===== config.mk =====
export PLATFORM = sky130hd
export DESIGN_NAME = fb_write_queue_flat
export DESIGN_NICKNAME = d
export VERILOG_FILES = /design/src/rtl/fb_write_queue_pkg.sv /design/src/rtl/fb_write_queue_if.sv /design/src/rtl/fb_write_queue_mem.sv /design/src/rtl/fb_write_queue.sv /design/src/flat_wrapper.sv
export SDC_FILE = /design/constraint.sdc
export NUM_CORES = 1
export LEC_CHECK = 0
export ABC_AREA = 0
export CELL_PAD_IN_SITES_DETAIL_PLACEMENT = 1
export CELL_PAD_IN_SITES_GLOBAL_PLACEMENT = 1
export CORE_AREA = 2 2 222 224
export CTS_CLUSTER_SIZE = 20
export DETAILED_ROUTE_END_ITERATION = 10
export DIE_AREA = 0 0 224 226
export GPL_ROUTABILITY_DRIVEN = 0
export PLACE_DENSITY_LB_ADDON = 0.1
export SYNTH_ARGS = -nofsm -noshare
export SYNTH_HDL_FRONTEND = slang
export SYNTH_SLANG_ARGS = --single-unit

===== constraint.sdc =====
create_clock -name clk_pixel -period 6 [get_ports clk_pixel]
set_input_delay 1.2 -clock clk_pixel [delete_from_list [all_inputs] [get_ports clk_pixel]]
set_output_delay 1.2 -clock clk_pixel [all_outputs]
set_load 0.005 [all_outputs]

===== src/rtl/fb_write_queue_pkg.sv =====
// Frame-buffer types shared by the CPU->video CDC stage, the write queue and the RAM.
package fb_pkg;

    localparam int FB_ADDR_W    = 12;
    localparam int FB_DATA_W    = 12;
    localparam int DROP_CNT_MAX = 255;

    typedef struct packed {
        logic [FB_ADDR_W-1:0] addr;
        logic [FB_DATA_W-1:0] data;
    } fb_wr_t;

endpackage


===== src/rtl/fb_write_queue_if.sv =====
// Signal bundle between the CDC write pulses, the scanout arbiter and the frame-buffer write port.
interface fb_write_queue_if
    import fb_pkg::*;
#(
    parameter int ADDR_W = FB_ADDR_W,
    parameter int DATA_W = FB_DATA_W,
    parameter int DEPTH  = 16
);
    localparam int LVL_W = $clog2(DEPTH) + 1;

    // in_we is a one-cycle fire-and-forget pulse with no ready: the queue always
    // takes it, and a write that finds no room is dropped and counted instead of stalling.
    logic [ADDR_W-1:0] in_addr;
    logic [DATA_W-1:0] in_data;
    logic              in_we;
    logic              ram_busy;
    logic              clear_stats;
    logic [ADDR_W-1:0] ram_addr;
    logic [DATA_W-1:0] ram_data;
    logic              ram_we;
    logic [LVL_W-1:0]  fifo_level;
    logic              overflow;
    logic [7:0]        drop_count;

    modport master (
        output in_addr, in_data, in_we, ram_busy, clear_stats,
        input  ram_addr, ram_data, ram_we, fifo_level, overflow, drop_count
    );

    modport slave (
        input  in_addr, in_data, in_we, ram_busy, clear_stats,
        output ram_addr, ram_data, ram_we, fifo_level, overflow, drop_count
    );

endinterface


===== src/rtl/fb_write_queue_mem.sv =====
// Simple dual-port storage for the write queue: synchronous write, asynchronous read at rd_ptr.
module fb_fifo_mem #(
    parameter int W     = 24,
    parameter int DEPTH = 16,
    parameter int PTR_W = $clog2(DEPTH)
) (
    input  logic             clk,
    input  logic             we,
    input  logic [PTR_W-1:0] waddr,
    input  logic [W-1:0]     wdata,
    input  logic [PTR_W-1:0] raddr,
    output logic [W-1:0]     rdata
);

    logic [W-1:0] mem [DEPTH];

    always_ff @(posedge clk) begin
        if (we) mem[waddr] <= wdata;
    end

    assign rdata = mem[raddr];

endmodule


===== src/rtl/fb_write_queue.sv =====
// Pixel-domain write queue: buffers synchronized CPU writes and drains them into the
// frame-buffer RAM only in cycles that scanout leaves the port free.
module fb_write_queue
    import fb_pkg::*;
#(
    parameter int ADDR_W = FB_ADDR_W,
    parameter int DATA_W = FB_DATA_W,
    parameter int DEPTH  = 16,
    parameter int LVL_W  = $clog2(DEPTH) + 1
) (
    input  logic           clk_pixel,
    input  logic           rst_pixel_n,
    fb_write_queue_if.slave bus
);

    localparam int PTR_W = $clog2(DEPTH);
    localparam int W     = ADDR_W + DATA_W;

    logic [PTR_W-1:0]  wr_ptr, rd_ptr;
    logic [LVL_W-1:0]  level;
    logic [W-1:0]      head;
    logic              pop, push, drop;
    logic [ADDR_W-1:0] ram_addr_q;
    logic [DATA_W-1:0] ram_data_q;
    logic              ram_we_q;
    logic              overflow_q;
    logic [7:0]        drop_count_q;

    // Pop looks only at the registered level, so an entry written this edge can never bypass.
    assign pop  = (level != '0) && !bus.ram_busy;
    assign push = bus.in_we && ((level < LVL_W'(DEPTH)) || pop);
    assign drop = bus.in_we && !push;

    fb_fifo_mem #(
        .W     (W),
        .DEPTH (DEPTH),
        .PTR_W (PTR_W)
    ) u_mem (
        .clk   (clk_pixel),
        .we    (push),
        .waddr (wr_ptr),
        .wdata ({bus.in_addr, bus.in_data}),
        .raddr (rd_ptr),
        .rdata (head)
    );

    always_ff @(posedge clk_pixel or negedge rst_pixel_n) begin
        if (!rst_pixel_n) begin
            wr_ptr <= '0;
            rd_ptr <= '0;
            level  <= '0;
        end else begin
            if (push) wr_ptr <= wr_ptr + 1'b1;
            if (pop)  rd_ptr <= rd_ptr + 1'b1;
            case ({push, pop})
                2'b10:   level <= level + 1'b1;
                2'b01:   level <= level - 1'b1;
                default: level <= level;
            endcase
        end
    end

    always_ff @(posedge clk_pixel or negedge rst_pixel_n) begin
        if (!rst_pixel_n) begin
            ram_we_q   <= 1'b0;
            ram_addr_q <= '0;
            ram_data_q <= '0;
        end else begin
            ram_we_q <= pop;
            if (pop) {ram_addr_q, ram_data_q} <= head;
        end
    end

    // A drop in the same cycle as clear_stats wins: the fresh drop is the first one counted.
    always_ff @(posedge clk_pixel or negedge rst_pixel_n) begin
        if (!rst_pixel_n) begin
            overflow_q   <= 1'b0;
            drop_count_q <= '0;
        end else if (drop) begin
            overflow_q <= 1'b1;
            if (bus.clear_stats)
                drop_count_q <= 8'd1;
            else if (drop_count_q != 8'(DROP_CNT_MAX))
                drop_count_q <= drop_count_q + 8'd1;
        end else if (bus.clear_stats) begin
            overflow_q   <= 1'b0;
            drop_count_q <= '0;
        end
    end

    assign bus.ram_addr   = ram_addr_q;
    assign bus.ram_data   = ram_data_q;
    assign bus.ram_we     = ram_we_q;
    assign bus.fifo_level = level;
    assign bus.overflow   = overflow_q;
    assign bus.drop_count = drop_count_q;

endmodule


===== src/flat_wrapper.sv =====
// flat-port wrapper written by rule: the top's interface ports become plain ports
module fb_write_queue_flat import fb_pkg::*;
#(
    parameter int ADDR_W = FB_ADDR_W,
    parameter int DATA_W = FB_DATA_W,
    parameter int DEPTH  = 16,
    parameter int LVL_W  = $clog2(DEPTH) + 1
)
  (clk_pixel, rst_pixel_n, bus_in_addr, bus_in_data, bus_in_we, bus_ram_busy, bus_clear_stats, bus_ram_addr, bus_ram_data, bus_ram_we, bus_fifo_level, bus_overflow, bus_drop_count);
  fb_write_queue_if #(.ADDR_W(ADDR_W), .DATA_W(DATA_W), .DEPTH(DEPTH)) bus_i ();
  input  logic clk_pixel;
  input  logic rst_pixel_n;
  input wire logic [$bits(bus_i.in_addr)-1:0] bus_in_addr;
  input wire logic [$bits(bus_i.in_data)-1:0] bus_in_data;
  input wire logic [$bits(bus_i.in_we)-1:0] bus_in_we;
  input wire logic [$bits(bus_i.ram_busy)-1:0] bus_ram_busy;
  input wire logic [$bits(bus_i.clear_stats)-1:0] bus_clear_stats;
  output wire logic [$bits(bus_i.ram_addr)-1:0] bus_ram_addr;
  output wire logic [$bits(bus_i.ram_data)-1:0] bus_ram_data;
  output wire logic [$bits(bus_i.ram_we)-1:0] bus_ram_we;
  output wire logic [$bits(bus_i.fifo_level)-1:0] bus_fifo_level;
  output wire logic [$bits(bus_i.overflow)-1:0] bus_overflow;
  output wire logic [$bits(bus_i.drop_count)-1:0] bus_drop_count;
  assign bus_i.in_addr = bus_in_addr;
  assign bus_i.in_data = bus_in_data;
  assign bus_i.in_we = bus_in_we;
  assign bus_i.ram_busy = bus_ram_busy;
  assign bus_i.clear_stats = bus_clear_stats;
  assign bus_ram_addr = bus_i.ram_addr;
  assign bus_ram_data = bus_i.ram_data;
  assign bus_ram_we = bus_i.ram_we;
  assign bus_fifo_level = bus_i.fifo_level;
  assign bus_overflow = bus_i.overflow;
  assign bus_drop_count = bus_i.drop_count;
  fb_write_queue #(.ADDR_W(ADDR_W), .DATA_W(DATA_W), .DEPTH(DEPTH), .LVL_W(LVL_W)) u_core (.clk_pixel(clk_pixel), .rst_pixel_n(rst_pixel_n), .bus(bus_i));
endmodule

==> results by group, run 1 <==
Global routing
  • First-pass GRT wire length: 59800 microns
  • Initial antenna violation count: 2
  • Total grt overflow: 0
  • All-Layer GR Usage: 16.3%
  • Largest net degree at the start of global routing: 51
  • Vias in the first global route: 9055

Route
  • Via Count: 7993
  • DR pass1 iterations: 4
  • Final WL: 39600 microns
  • WL/cell: 25.3 microns
  • 1st-iter DRT viols: 537
  • Drt via density: 5.11
  • Drt drc: 0
  • Antenna-violating nets left: 0

Worst setup path
  • Most frequent CP cell: inv_1
  • Startpoint Class: input port
  • RR Startpoint: u_core.bus.fifo_level[4]$_DFFE_PN0P_
  • WP data required: 6.45 ns
  • Reg2reg end: u_core.bus.fifo_level[4]$_DFFE_PN0P_
  • Buffers & Inverters on Critical Path: 3
  • Critical path type: input port to register
  • Reg2reg path depth: 10
  • Crit Path Max Fanout: 8
  • Slowest cell on crit path: clkdlybuf4s50_1
  • Worst setup EP type: register
  • Critical path cell sequence: clkdlybuf4s50_1 > nand2_1 > and2_1 > inv_1 > ha_1 > inv_1 > fa_1 > nor2b_1 > o21ai_0 > nand3_1 > or3b_2 > xnor2_1
  • R2r setup slk: 2.97 ns
  • Critical path arrival: 4.16 ns
  • CP max stage delay: 0.54 ns
  • Top cell family by delay on the critical path: simple AND/OR/NAND/NOR gates

CTS
  • Post-CTS setup buffer count: 0
  • Post-cts resize count: 0
  • CTS tree: done
  • Post-CTS Hold Fix Bufs: 0
  • H-tree Lvls: 2
  • Bufs on Longest Clock Path: 3
  • Root buf cell: clkbuf_16
  • # clock sinks: 431
  • Worst-path clk slew: 0.06 ns
  • Clk_lat worst skew: 0.58 ns
  • Clock buffer count from CTS: 48

Layout
  • Final Cell Area: 19800 sq um
  • Multi-input gate area: 3760 sq um
  • Fill count: 4526
  • Inserted Diodes: 0
  • Fraction of layout instances using a drive strength above 1: 18.7%
  • Post-layout net count: 942
  • FF+latch area: 12700 sq um
  • Area delta synth->final: 18.4%

Timing
  • Sum Neg Setup Slack: 0 ns
  • Slew headroom: 29.1%
  • Fin crit share: 61.8%
  • RSZ-0062 raised after global routing: false
  • Clock skew: 0.0162 ns
  • Final setup viols: 0
  • Max Fclk: 270 MHz
  • Final hold violation count: 0
  • Slew of the pin with the lowest slew margin: 1.06 ns
  • Slew Limit Fails: 0
  • Crit path time final: 3.71 ns

Synthesis
  • Seq cells post-synth: 431
  • Post-Synthesis Cells: 803
  • Synthesized Nets: 843
  • Seq/Total Area, Yosys: 75.9%
  • Yosys Warn Count: 0
  • Async set or reset register ratio after synthesis: 10.9%
  • EDFF count, synth: 384
  • Synth Flop Type: edfxtp_1
  • Synth cell types: 37
  • Synth Area per Inst: 20.8 sq um
  • Syn Std Cell Area: 16700 sq um

Min path
  • Min-delay src: u_core.bus.ram_data[3]$_DFFE_PN0P_
  • Worst hold endpoint: u_core.bus.ram_data[3]$_DFFE_PN0P_
  • Hold-critical path depth: 2
  • Hold WC Path Type: register to register

Power
  • Worst IR drop on VDD: 0.194 mV
  • LEAKAGE: 6.58 nW
  • Pwr Density: 465 nW/um^2

Floorplan
  • Initial Util: 34.6%
  • Row count: 81
  • Die area: 50600 sq um
  • IO Pins: 68
  • Die X: 224 microns
  • Core Box Area: 48300 sq um
  • Die Span Y: 226 microns

Place
  • HPWL after DPL: 21600 microns
  • Post-DP Area: 18200 sq um
  • Port Buffers: 67

Status
  • Status: finished clean

Run
  • # Max-Cap Violations: 0
-- metrics by stage --
| stage | std cells | utilization [%] | total power [mW] | worst slack (ns) | hold WS (ns) |
|---|---|---|---|---|---|
| 5_1_grt | 1564 | 41.0 | 9.69 | 2.15 | 0.516 |
| 3_5_place_dp | 1474 | 37.6 | 6.35 | 1.70 | 0.477 |
| 3_3_place_gp | 1474 | 37.6 | 6.27 | 1.83 | 0.476 |
| 4_1_cts | 1564 | 41.0 | 9.40 | 2.32 | 0.491 |
| 6_report | 1564 | 41.0 | 9.23 | 2.29 | 0.482 |
| 2_1_floorplan | 803 | - | 5.45 | 1.60 | 0.473 |
-- area by class of cell --
cell class | count | share of cell area [%]
multi-input combinational | 313 | 19.0
tap | 622 | 3.93
clock inverter | 19 | 1.26
timing repair buffer | 93 | 4.47
sequential | 431 | 64.1
clock buffer | 71 | 6.96
inverter | 15 | 0.284
-- tightest hold or removal path, cell delays in order, from the launching register on --
cell	delay (ns)
dfrtp_1	0.34
nand2_1	0.05
o21ai_1	0.06
-- placed cells by master, fill, tap and decap left out, types with 2 or more instances in the layout --
| cell type | instances |
|---|---|
| nor2_2 | 4 |
| clkbuf_1 | 16 |
| dfrtp_4 | 2 |
| clkinv_2 | 6 |
| bufinv_16 | 6 |
| ha_1 | 10 |
| nor2_1 | 8 |
| nor3_2 | 4 |
| o21ai_1 | 21 |
| dfrtp_1 | 44 |
| xor2_1 | 6 |
| and2_1 | 5 |
| a211oi_1 | 2 |
| nor4_2 | 4 |
| xnor2_1 | 9 |
| nand4_1 | 4 |
| and4_1 | 2 |
| o221ai_1 | 25 |
| edfxtp_1 | 384 |
| clkdlybuf4s50_1 | 66 |
| clkinv_1 | 6 |
| o21ai_0 | 8 |
| buf_4 | 24 |
| clkbuf_8 | 5 |
| clkbuf_16 | 50 |
| inv_1 | 15 |
| nand2_1 | 61 |
| mux2i_1 | 26 |
| mux4_1 | 34 |
| buf_12 | 2 |
| nand3_1 | 5 |
| a21oi_1 | 2 |
| mux4_2 | 62 |
-- sequential cells by signal, summed over array words and instances (netlist names) --
| name | count |
|---|---|
| u_core.bus.ram_we | 1 |
| u_core.bus.ram_data | 12 |
| u_core.wr_ptr | 4 |
| u_core.rd_ptr | 4 |
| u_core.u_mem.mem | 384 |
| u_core.bus.fifo_level | 5 |
| u_core.bus.drop_count | 8 |
| u_core.bus.ram_addr | 12 |
| u_core.bus.overflow | 1 |
-- cell families (layout without fill, tap and decap cells) --
family,count (synthesis),count (layout),share of synthesized area (%)
flops,431,431,75.9
mux,122,122,15.2
simple gates,104,104,2.77
compound gates,61,61,2.47
buf+inv,59,198,1.98
xor+xnor,15,15,0.785
fa+ha+maj,11,11,0.867
-- how the worst max path moves through the flow --
| stage | to | cells past startpoint | from |
|---|---|---|---|
| finish | u_core.bus.fifo_level[4]$_DFFE_PN0P_ | 12 | bus_ram_busy |
| global route | u_core.bus.fifo_level[4]$_DFFE_PN0P_ | 11 | bus_ram_busy |
| CTS | u_core.bus.fifo_level[4]$_DFFE_PN0P_ | 12 | bus_ram_busy |
| detailed placement | u_core.bus.fifo_level[4]$_DFFE_PN0P_ | 12 | bus_ram_busy |
| global placement | u_core.bus.fifo_level[4]$_DFFE_PN0P_ | 12 | bus_ram_busy |
| floorplan | u_core.u_mem.mem[0][0]$_DFFE_PP_ | 5 | bus_ram_busy |
-- synth_stat cells (4+ instances only) --
master    count  share of area, %
nor2_1       12              0.27
nand4_1       4              0.15
mux4_2       62               8.3
nand2_1      61               1.4
buf_6         4              0.27
xnor2_1       9              0.47
nor4_1        4              0.15
edfxtp_1    384                69
xor2_1        6              0.31
mux2i_1      26               1.6
o21ai_1      21              0.63
o221ai_1     25               1.3
ha_1         10              0.75
buf_2        13              0.39
o21ai_0       8              0.24
nor3_1        5              0.15
nand3_1       5              0.15
and2_1        5              0.19
dfrtp_1      47               7.0
mux4_1       34               5.3
clkbuf_1     13              0.29
buf_4        11              0.49
inv_1        15              0.34
-- power by group --
group          internal, mW  total (mW)  leakage (nW)  switching (mW)
Combinational          1.11        2.28          1.74            1.17
Clock                  1.85        3.01         0.796            1.16
Sequential             3.63        3.93          4.04           0.305
-- layer usage --
layer,track usage (%),share of wire [%],vias to the layer above
met5,0,0.033,-
met4,4.11,1.8,2
met3,3.19,4.3,57
met2,27.4,49,168
met1,21.8,45,4275
li1,-,-,3491
Power figures use the tool's default switching activity.
==> run 2, diff against run 1 <==
clock period = 3.1 ns   (was 6 ns; I/O delays follow)
==> run 2 against run 1 <==
  * Critical path depth stayed put
  * Clock skew is 0.0047 ns higher
  * Die area stayed put
  * Global-route usage is 0.14 points higher
  * Highest routed layer unchanged
==> results by group, run 2 (synthesis results as in run 1) <==
Status
  • Status: finished clean

CTS
  • Worst-path clk slew: 0.06 ns
  • Post-CTS Hold Fix Bufs: 0
  • CTS tree: done
  • Clk_lat worst skew: 0.59 ns
  • Post-cts resize count: 0
  • Clock buffer count from CTS: 48
  • Root buf cell: clkbuf_16
  • # clock sinks: 431
  • H-tree Lvls: 2
  • Bufs on Longest Clock Path: 3
  • Post-CTS setup buffer count: 0

Worst setup path
  • Startpoint Class: input port
  • Most frequent CP cell: inv_1
  • R2r setup slk: 0.44 ns
  • Buffers & Inverters on Critical Path: 3
  • Slowest cell on crit path: clkdlybuf4s50_1
  • Critical path type: input port to register
  • WP data required: 3.56 ns
  • Top cell family by delay on the critical path: simple AND/OR/NAND/NOR gates
  • Beginning of the critical path: bus_ram_busy
  • Reg2reg path depth: 10
  • Critical path arrival: 3.16 ns
  • Worst setup EP type: register
  • Crit Path Max Fanout: 3
  • Critical path cell sequence: clkdlybuf4s50_1 > nand2_1 > and2_1 > inv_1 > ha_1 > inv_1 > fa_1 > nor2b_1 > o21ai_0 > nand3_1 > or3b_2 > xnor2_1
  • Reg2reg end: u_core.bus.fifo_level[4]$_DFFE_PN0P_
  • RR Startpoint: u_core.bus.fifo_level[0]$_DFFE_PN0P_
  • CP max stage delay: 0.50 ns

Layout
  • Final Core Density: 41.5%
  • Fraction of layout instances using a drive strength above 1: 20.8%
  • Post-layout net count: 960
  • Area delta synth->final: 19.7%
  • Most flop-heavy register: u_core.u_mem.mem
  • Commonest non-fill, non-tap cell in the layout: edfxtp_1
  • Layout Cells excl Fill: 1582
  • Inserted Diodes: 0
  • Commonest cells after routing, fill and taps aside: 384 x edfxtp_1, 66 x clkdlybuf4s50_1, 62 x mux4_2
  • Max reg flops: 384

Floorplan
  • Die X: 224 microns
  • Row count: 81
  • Die area: 50600 sq um
  • Die Span Y: 226 microns
  • IO Pins: 68
  • Core Box Area: 48300 sq um
  • Initial Util: 34.6%

Timing
  • Sum Neg Setup Slack: 0 ns
  • Hold_ws: 0.215 ns
  • Final hold violation count: 0
  • Slew of the pin with the lowest slew margin: 0.813 ns
  • Final setup viols: 0
  • Crit path time final: 2.70 ns
  • Fin crit share: 87.2%
  • RSZ-0062 raised after global routing: false
  • Max Fclk: 370 MHz
  • Slew headroom: 45.8%
  • Clock skew: 0.0209 ns
  • Slew Limit Fails: 0

Route
  • Drt drc: 0
  • WL/cell: 25.6 microns
  • DR pass1 iterations: 6
  • Antenna-violating nets left: 0
  • 1st-iter DRT viols: 457
  • Drt via density: 5.16
  • Via Count: 8162
  • Final WL: 40600 microns

Global routing
  • Largest net degree at the start of global routing: 51
  • First-pass GRT wire length: 60100 microns
  • All-Layer GR Usage: 16.4%
  • Total grt overflow: 0
  • Initial antenna violation count: 1
  • Vias in the first global route: 9035

Place
  • Port Buffers: 67
  • HPWL after DPL: 22300 microns
  • Placed cell count: 1492

Min path
  • Hold WC Path Type: input port to asynchronous set/reset pin

Power
  • Power Total: 17.8 mW
  • Pwr Density: 890 nW/um^2
  • Worst IR drop on VDD: 0.377 mV
  • LEAKAGE: 6.69 nW

Run
  • # Max-Cap Violations: 0
==> run 2: cell types whose count changed in the layout (fill, tap and decap cells not counted), sizes merged <==
cell and change:
buf +18, clkbuf +2, clkinv +1, inv +2, bufinv -5
==> run 2: worst max path at each step <==
stage / endpoint / cells past startpoint
detailed placement: u_core.bus.fifo_level[4]$_DFFE_PN0P_ / 12
global route: u_core.bus.fifo_level[4]$_DFFE_PN0P_ / 12
finish: u_core.bus.fifo_level[4]$_DFFE_PN0P_ / 12
floorplan: u_core.u_mem.mem[0][0]$_DFFE_PP_ / 5
CTS: u_core.bus.fifo_level[4]$_DFFE_PN0P_ / 10
global placement: u_core.bus.fifo_level[4]$_DFFE_PN0P_ / 12
==> run 2: layer usage <==
metal / vias up / global-route usage [%] / routed length [microns]
met5: - / 0 / 13
met4: 2 / 5.40 / 997
met3: 73 / 2.59 / 1420
met2: 156 / 27.4 / 19900
met1: 4391 / 22.1 / 18300
li1: 3540 / - / -
==> run 2: worst reg2reg max path: stages (launching register included) <==
cell and delay (ns):
dfrtp_1 0.44, nor3_1 0.23, a21o_2 0.17, inv_1 0.05
ha_1 0.22, ha_1 0.30, nor2b_1 0.14, o21ai_0 0.25
a21oi_1 0.14, or3b_2 0.46, xnor2_1 0.15
==> run 2: through the flow <==
stage	instance area [sq um]	setup WS (ns)
2_1_floorplan	16800	-0.719
3_3_place_gp	18500	-0.0204
3_5_place_dp	18500	-0.188
4_1_cts	20000	0.411
5_1_grt	20000	0.214
6_report	20000	0.396
==> run 2: power breakdown <==
group / internal, mW / switching [mW] / total [mW]
combinational: 2.32 / 2.57 / 4.89
sequential: 7.02 / 0.362 / 7.38
clock: 3.26 / 2.30 / 5.56
==> run 2: area by class of cell <==
| type | count | area [sq um] |
|---|---|---|
| fillers | 4543 | 28300 |
| flip-flops and latches | 431 | 12700 |
| multi-input cells | 313 | 3770 |
| clock buffers | 73 | 1430 |
| repair buffers | 111 | 1170 |
| well taps | 622 | 778 |
| clock inverters | 17 | 126 |
| inverters | 15 | 56.3 |
==> run 3, diff against run 2 <==
PLACE_DENSITY = 0.64   (was default)
PLACE_DENSITY_LB_ADDON = default   (was 0.1)
clock period = 2.8 ns   (was 3.1 ns; I/O delays follow)
==> run 3 against run 2 <==
  * Worst setup slack worse by 0.13 ns
  * First-iteration DRC count grew 18%
  * Die area unchanged
  * Clock skew shrank 0.010 ns
  * Global-route usage decreased by 1.2 points
  * Critical path depth shrank 2
  * Power increased by 9.7%
  * Worst hold slack gained 0.26 ns
==> results by group, run 3 (synthesis results as in run 1) <==
Worst setup path
  • Reg2reg end: u_core.bus.fifo_level[4]$_DFFE_PN0P_
  • Crit Path Max Fanout: 4
  • Startpoint Class: register
  • Reg2reg path depth: 10
  • Critical path type: register to register
  • R2r setup slk: 0.27 ns
  • Critical path cell sequence: nor3_1 > a21o_2 > inv_1 > ha_1 > ha_1 > nor2b_1 > o21ai_0 > a21oi_1 > or3b_2 > xnor2_1
  • Most frequent CP cell: ha_1
  • CP max stage delay: 0.45 ns
  • Critical path arrival: 2.97 ns
  • Beginning of the critical path: u_core.bus.fifo_level[1]$_DFFE_PN0P_
  • RR Startpoint: u_core.bus.fifo_level[1]$_DFFE_PN0P_
  • Worst setup EP type: register
  • Slowest cell on crit path: or3b_2
  • WP data required: 3.24 ns

CTS
  • Post-CTS setup buffer count: 0
  • Bufs on Longest Clock Path: 3
  • Root buf cell: clkbuf_16
  • CTS tree: done
  • # clock sinks: 431
  • Clock buffer count from CTS: 46
  • H-tree Lvls: 2
  • Clk_lat worst skew: 0.56 ns
  • Worst-path clk slew: 0.06 ns

Layout
  • Fill count: 4552
  • Area delta synth->final: 20.4%
  • Post-layout net count: 969
  • Inserted Diodes: 0
  • Most flop-heavy register: u_core.u_mem.mem
  • Max reg flops: 384
  • FF+latch area: 12700 sq um
  • Commonest cells after routing, fill and taps aside: 384 x edfxtp_1, 66 x clkdlybuf4s50_1, 62 x mux4_2
  • Multi-input gate area: 3790 sq um
  • Fraction of layout instances using a drive strength above 1: 20.2%
  • Commonest non-fill, non-tap cell in the layout: edfxtp_1

Place
  • Port Buffers: 67
  • DP Worst Slack: -0.256 ns
  • HPWL after DPL: 21800 microns

Floorplan
  • Row count: 81
  • IO Pins: 68
  • Core Box Area: 48300 sq um
  • Initial Util: 34.6%
  • Die Span Y: 226 microns
  • Die area: 50600 sq um
  • Die X: 224 microns

Timing
  • Crit path time final: 2.53 ns
  • Max Fclk: 395 MHz
  • Slew headroom: 55.4%
  • RSZ-0062 raised after global routing: false
  • Worst Slack Setup Final: 0.270 ns
  • Clock skew: 0.0104 ns
  • Fin crit share: 90.4%
  • Final hold violation count: 0
  • Final setup viols: 0
  • Slew Limit Fails: 0
  • Slew of the pin with the lowest slew margin: 0.668 ns

Route
  • Via Count: 8074
  • Antenna-violating nets left: 0
  • Routed wl met3: 1650 microns
  • M1 WL: 17100 microns
  • WL/cell: 23.5 microns
  • Drt via density: 5.08
  • DR top layer: met4
  • Met2 routed WL: 17700 microns
  • DR pass1 iterations: 5
  • Final WL: 37300 microns
  • 1st-iter DRT viols: 537
  • Drt drc: 0

Power
  • Power Total: 19.6 mW
  • Pwr Density: 971 nW/um^2
  • Worst IR drop on VDD: 0.450 mV
  • LEAKAGE: 6.69 nW

Global routing
  • Vias in the first global route: 8743
  • Initial antenna violation count: 0
  • First-pass GRT wire length: 56500 microns
  • Largest net degree at the start of global routing: 51
  • Total grt overflow: 0
  • All-Layer GR Usage: 15.2%

Min path
  • Hold WC Path Type: input port to asynchronous set/reset pin

Status
  • Status: finished clean

Run
  • # Max-Cap Violations: 0
[run 3: cell types whose count changed in the layout (fill, tap and decap cells not counted), sizes merged]
cell	previous run	this run
clkinv	14	12
inv	17	16
dlygate4sd3	0	1
clkinvlp	0	2
buf	45	55
bufinv	1	4
clkbuf	73	66
[run 3: area by class of cell]
type                    count  share of cell area [%]
clock buffers              66                    6.24
multi-input cells         313                    18.8
well taps                 622                    3.86
flip-flops and latches    431                    63.1
clock inverters            19                   0.969
repair buffers            122                    6.73
inverters                  15                   0.279
[run 3: how the worst max path moves through the flow]
stage,to,slack (ns)
floorplan,u_core.u_mem.mem[0][0]$_DFFE_PP_,-0.96
global placement,u_core.bus.fifo_level[4]$_DFFE_PN0P_,-0.24
detailed placement,u_core.bus.fifo_level[4]$_DFFE_PN0P_,-0.26
CTS,u_core.bus.fifo_level[4]$_DFFE_PN0P_,0.24
global route,u_core.bus.fifo_level[4]$_DFFE_PN0P_,0.01
finish,u_core.bus.fifo_level[4]$_DFFE_PN0P_,0.27
[run 3: timing repair]
action                                 4_1_cts  5_1_grt
resized for setup                            0        0
endpoints found under the hold margin       14        0
hold buffers                                 1        0
[run 3: per-stage QoR]
| step | hold WS, ns | utilization [%] | TNS, ns | instances | cell area, sq um |
|---|---|---|---|---|---|
| finish | 0.479 | 41.7 | 0 | 1588 | 20200 |
| global route | 0.483 | 41.7 | 0 | 1588 | 20200 |
| CTS | 0.464 | 41.7 | 0 | 1588 | 20200 |
| detailed placement | 0.479 | 38.7 | -0.256 | 1502 | 18700 |
| global placement | 0.472 | 38.7 | -0.242 | 1502 | 18700 |
| floorplan | 0.264 | - | -107.31 | 803 | 16800 |
[run 3: per-layer routing]
layer	up-vias	global-route usage (%)
met5	-	0
met4	0	4.82
met3	57	2.50
met2	178	24.6
met1	4286	21.0
li1	3553	-
[run 3: critical path: cells and delay by family, from the launching register on]
| kind | cells | cell delay [ns] |
|---|---|---|
| simple gates | 3 | 0.82 |
| buf+inv | 1 | 0.05 |
| xor+xnor | 1 | 0.13 |
| compound gates | 3 | 0.49 |
| flops | 1 | 0.41 |
| fa+ha+maj | 2 | 0.50 |
[run 3: power by group]
group,internal (mW),switching [mW]
clock,3.49,2.43
combinational,2.68,2.71
sequential,7.77,0.475
